File: config.mk
export PLATFORM = sky130hd
export DESIGN_NAME = wb_port_arbiter
export DESIGN_NICKNAME = d
export VERILOG_FILES = /design/src/rtl/wb_port_arbiter.sv
export SDC_FILE = /design/constraint.sdc
export NUM_CORES = 1
export LEC_CHECK = 0
export CAP_MARGIN = 10
export CORE_MARGIN = 5
export CORE_UTILIZATION = 55
export DETAILED_ROUTE_END_ITERATION = 8
export PLACE_DENSITY = 0.92
export RECOVER_POWER = 25
export SETUP_SLACK_MARGIN = 0.15
export SYNTH_ARGS = -nofsm -noshare
export SYNTH_HDL_FRONTEND = slang
export SYNTH_SLANG_ARGS = --single-unit
File: constraint.sdc
create_clock -name Clk -period 13.7 [get_ports Clk]
set_input_delay 2.055 -clock Clk [delete_from_list [all_inputs] [get_ports Clk]]
set_output_delay 2.055 -clock Clk [all_outputs]
set_load 0.05 [all_outputs]
File: src/rtl/wb_port_arbiter.sv
// Writeback port arbiter: two in-order lanes plus a queued long-latency unit onto a 2-write-port regfile.
// Optional same-cycle LLU write-through when the FIFO is empty: define WBARB_BYPASS_EN.
module wb_port_arbiter #(
    parameter int unsigned DEPTH        = 4,
    parameter int unsigned STARVE_LIMIT = 8,
    parameter int unsigned AGE_W        = 4
) (
    input  logic        Clk,
    input  logic        Reset,
    input  logic        a_valid,
    input  logic [4:0]  a_wr,
    input  logic [31:0] a_wd,
    input  logic        b_valid,
    input  logic [4:0]  b_wr,
    input  logic [31:0] b_wd,
    input  logic        llu_valid,
    input  logic [4:0]  llu_wr,
    input  logic [31:0] llu_wd,
    output logic        llu_ready,
    output logic        Write,
    output logic [4:0]  WR,
    output logic [31:0] WD,
    output logic        Write2,
    output logic [4:0]  WR2,
    output logic [31:0] WD2,
    output logic        stall_o,
    output logic [31:0] busy_o
);

    localparam int unsigned PW = $clog2(DEPTH);
    localparam int unsigned CW = PW + 1;
    localparam logic [CW-1:0]    CNT_FULL  = CW'(DEPTH);
    localparam logic [CW-1:0]    CNT_HIGH  = CW'(DEPTH - 1);
    localparam logic [CW-1:0]    CNT_TWO   = CW'(2);
    localparam logic [AGE_W-1:0] AGE_LIM   = AGE_W'(STARVE_LIMIT);
    localparam logic [AGE_W-1:0] AGE_MAX   = '1;

    logic [4:0]       wr_q [DEPTH];
    logic [31:0]      wd_q [DEPTH];
    logic [DEPTH-1:0] vld_q;
    logic [DEPTH-1:0] kill_q;
    logic [PW-1:0]    rd_ptr;
    logic [PW-1:0]    wr_ptr;
    logic [CW-1:0]    count;
    logic [AGE_W-1:0] age;
    logic             ready_en;

    logic          a_ok, b_ok, p1_free, p2_free;
    logic [PW-1:0] h0, h1;
    logic          kill0, kill1;
    logic          pop0, pop1, p1_used, bypass, push;
    logic [1:0]    npop;

    function automatic logic lane_hit(input logic [4:0] r, input logic ao, input logic [4:0] aw,
                                      input logic bo, input logic [4:0] bw);
        return (ao && (aw == r)) || (bo && (bw == r));
    endfunction

    assign stall_o   = (age >= AGE_LIM) || (count >= CNT_HIGH);
    assign llu_ready = ready_en && (count < CNT_FULL);
    assign a_ok      = a_valid && !stall_o;
    assign b_ok      = b_valid && !stall_o;
    assign p1_free   = !(a_ok && b_ok);
    assign p2_free   = !a_ok && !b_ok;
    assign h0        = rd_ptr;
    assign h1        = rd_ptr + 1'b1;
    // A lane write this cycle already supersedes a matching queued result, so it pops without a port.
    assign kill0     = kill_q[h0] || lane_hit(wr_q[h0], a_ok, a_wr, b_ok, b_wr);
    assign kill1     = kill_q[h1] || lane_hit(wr_q[h1], a_ok, a_wr, b_ok, b_wr);
    assign push      = llu_valid && llu_ready && (llu_wr != '0) && !bypass;
    assign npop      = {1'b0, pop0} + {1'b0, pop1};

    always_comb begin
        Write   = 1'b0;
        WR      = '0;
        WD      = '0;
        Write2  = 1'b0;
        WR2     = '0;
        WD2     = '0;
        pop0    = 1'b0;
        pop1    = 1'b0;
        p1_used = 1'b0;
        bypass  = 1'b0;

        if (a_ok && b_ok) begin
            Write  = 1'b1;
            WR     = a_wr;
            WD     = a_wd;
            Write2 = 1'b1;
            WR2    = b_wr;
            WD2    = b_wd;
        end else if (a_ok) begin
            Write2 = 1'b1;
            WR2    = a_wr;
            WD2    = a_wd;
        end else if (b_ok) begin
            Write2 = 1'b1;
            WR2    = b_wr;
            WD2    = b_wd;
        end

`ifdef WBARB_BYPASS_EN
        if ((count == '0) && llu_valid && llu_ready && (llu_wr != '0) && p1_free) begin
            Write  = 1'b1;
            WR     = llu_wr;
            WD     = llu_wd;
            bypass = 1'b1;
        end
`endif

        if (count != '0) begin
            if (kill0) begin
                pop0 = 1'b1;
            end else if (p1_free) begin
                pop0    = 1'b1;
                p1_used = 1'b1;
                Write   = 1'b1;
                WR      = wr_q[h0];
                WD      = wd_q[h0];
            end
        end

        // Second entry only moves once the head has left; no reordering past a blocked head.
        if (pop0 && (count >= CNT_TWO)) begin
            if (kill1) begin
                pop1 = 1'b1;
            end else if (p1_free && !p1_used) begin
                pop1  = 1'b1;
                Write = 1'b1;
                WR    = wr_q[h1];
                WD    = wd_q[h1];
            end else if (p2_free) begin
                pop1   = 1'b1;
                Write2 = 1'b1;
                WR2    = wr_q[h1];
                WD2    = wd_q[h1];
            end
        end
    end

    always_comb begin
        busy_o = '0;
        for (int unsigned i = 0; i < DEPTH; i++) begin
            if (vld_q[PW'(i)] && !kill_q[PW'(i)]) busy_o[wr_q[PW'(i)]] = 1'b1;
        end
    end

    always_ff @(posedge Clk) begin
        if (Reset) begin
            vld_q    <= '0;
            kill_q   <= '0;
            rd_ptr   <= '0;
            wr_ptr   <= '0;
            count    <= '0;
            age      <= '0;
            ready_en <= 1'b0;
        end else begin
            ready_en <= 1'b1;
            for (int unsigned i = 0; i < DEPTH; i++) begin
                if (vld_q[PW'(i)] && lane_hit(wr_q[PW'(i)], a_ok, a_wr, b_ok, b_wr))
                    kill_q[PW'(i)] <= 1'b1;
            end
            if (pop0) vld_q[h0] <= 1'b0;
            if (pop1) vld_q[h1] <= 1'b0;
            if (push) begin
                vld_q[wr_ptr]  <= 1'b1;
                kill_q[wr_ptr] <= lane_hit(llu_wr, a_ok, a_wr, b_ok, b_wr);
                wr_ptr         <= wr_ptr + 1'b1;
            end
            rd_ptr <= rd_ptr + PW'(npop);
            count  <= count + CW'(push) - CW'(npop);
            if ((count == '0) || pop0) age <= '0;
            else if (age != AGE_MAX)   age <= age + 1'b1;
        end
    end

    always_ff @(posedge Clk) begin
        if (push) begin
            wr_q[wr_ptr] <= llu_wr;
            wd_q[wr_ptr] <= llu_wd;
        end
    end

endmodule

==> flow_metrics.tcl <==
set metrics [dict create \
    postRouteAntennaNets 0 \
    io_buffers 225 \
    viasPerCell 7.016 \
    rows 51 \
    fmax_ghz 0.1246 \
    wl_per_cell_um 27.05 \
    power_density_mw_per_mm2 205.0 \
    cp-startpoint "a_wr[3]" \
    tightestPinTransition_ps 1127 \
    timing_worst_setup_path_type "in2out" \
    fin_cells 1413 \
    ys_seq_area_share_pct 43.82 \
    ctsResizeCount 0 \
    via_count 9914 \
    hp-start "age[2]" \
    synth.top_cells.by_area "edfxtp_1 40%, mux4_2 15%, a22oi_1 4.3%, nand3_1 4.0%, dfxtp_1 3.6%" \
    grt_use_total_pct 32.73 \
    worstPathArrival_ps 5970 \
    die-area_mm2 0.02304 \
    hold_slack_ps 552.0 \
    finalPower_mw 2.851 \
    status "finished clean" \
    grt_max_degree 81 \
    hold_class "reg2reg" \
    holdBufCountCts 0 \
    cts_setup_buffers 0 \
    synthTopCellsByCount "148 x edfxtp_1, 88 x nand3_1, 75 x mux4_2, 63 x a22oi_1, 62 x nand2_1" \
    worstPathRequired_ps 11640 \
    total_leakage_power_nw 4.663 \
    synth.most_common_cell "edfxtp_1" \
    relSlewSlack_pct 24.69 \
    hpwlAfterDp_mm 24.78 \
    drv_cap 0 \
    cp_max_fo 37 \
    cts.path.max_buffers 2 \
    clock-sinks 168 \
    nets 1264 \
    fillers 1291 \
    period_needed_ps 8025 \
    synth_flop_cell "edfxtp_1" \
    yosys_warnings 0 \
    place_congestion 0.9683 \
    cts_buffers 17 \
    cts_tree "yes" \
    clk_pin_slew_ps 60 \
    ys_types 62 \
    drt_iter0_drc 1312 \
    netlist.area_leader.share_pct 40.20 \
    synthesis.instances 976 \
    insertion_delay_ps 440 \
    fp.dieH_um 151.8 \
    cp-end-kind "output port" \
    htreeDepth 4 \
    drive_gt1_share_pct 12.40 \
    area_delta_synth_final_pct 25.83 \
    fin_skew_ps 8.603 \
    synth-edff-count 148 \
    worstReg2RegStart "h0[0]" \
    die_w_um 151.8 \
    synthesis.area_mm2 0.01106 \
    async_flop_share_pct 0 \
    rsz0062_at_grt "no" \
    maxSlewViolCount 0 \
    synth_nets 1108 \
    finalSetupTns_ps 0 \
    ioPinCount 226 \
    drc 0 \
    avgSynthCellArea_um2 11.33 \
    dr.pass1.iters 6 \
    fin_ws_ps 5675 \
    crit_path_start_kind "primary input" \
    overflow 0 \
    finalCritPeriodShare_pct 58.57 \
    grt_first_pass_wirelength_mm 56.63 \
    grt_pass1_vias 9971 \
    dp_cells 1378 \
    synth.ff_latch_count 168 \
    finalHoldViolCount 0 \
    setup_violations 0 \
    core_area_mm2 0.01965 \
    post-place-ws_ps 5757 \
    wirelength_mm 38.22 \
    grt_antenna_before_repair 4 \
    root_buffer "clkbuf_16" \
    start_util_pct 56.25 \
    yosysTopAreaCell "edfxtp_1" \
    peakVddDrop_mv 0.1652 \
]
report_power, final:
group	internal (mW)	leakage, nW	switching, mW
Clock	0.291	0.290	0.211
Combinational	0.603	2.87	1.13
Sequential	0.585	1.50	0.0318
layout make-up:
class                      instances  area, um2  area share (%)
timing repair buffer             236       2335           16.78
clock buffer                      17      425.4           3.058
tap                              265      331.6           2.384
antenna                            3      7.507         0.05397
inverter                          55      206.4           1.484
sequential                       168       4850           34.86
clock inverter                    15      188.9           1.358
multi-input combinational        654       5567           40.02
kinds of logic after synthesis:
| group | synth area share (%) |
|---|---|
| xor+xnor | 6.100 |
| fa+ha+maj | 1.879 |
| flops | 43.82 |
| mux | 16.09 |
| simple gates | 14.68 |
| buf+inv | 6.055 |
| compound gates | 11.37 |
through the flow:
step / util [%] / cell area (um2)
3_5_place_dp: 67.62 / 13290
3_3_place_gp: 67.62 / 13290
5_1_grt: 70.77 / 13910
2_1_floorplan: - / 11060
6_report: 70.78 / 13910
4_1_cts: 70.74 / 13900
sequential cells by signal, indices dropped and copies added (netlist names):
signal,flops
age,4
count,3
h0,2
kill_q,4
ready_en,1
vld_q,4
wd_q,128
wr_ptr,2
wr_q,20
final timing paths:
path               to  slack [ps]  depth (start not counted)
max           WD2[22]        5680                          8
min            age[2]         550                          2
max reg2reg  count[2]        8410                         17
min reg2reg    age[2]         550                          2
layer usage:
layer,up-vias,global-route usage (%),wire (um)
met3,176,8.061,4243
met4,4,16.89,1787
met5,-,0,27
met2,812,54.56,18920
li1,4131,-,-
met1,4791,39.60,13240
critical path: stages:
cell and delay [ps]:
clkdlybuf4s50_1 840, xor2_1 240, nor4_1 90, a221o_2 430, nor2_4 120, nand3_2 750
o21ai_1 520, clkdlybuf4s50_1 870
layout by cell type, fill, tap and decap left out, types with 10 or more instances in the layout:
master and count:
a22oi_1 63, buf_4 11, clkbuf_16 17, clkdlybuf4s50_1 197
dfxtp_1 18, dlygate4sd3_1 28, edfxtp_1 148, ha_1 14
inv_1 50, mux4_2 75, nand2_1 61, nand3_1 88
nand4_1 40, nor2_1 27, nor3_1 10, o21ai_1 37
o221ai_1 26, xnor2_1 33, xor2_1 44
No activity file was read; power rests on OpenSTA's default activity.
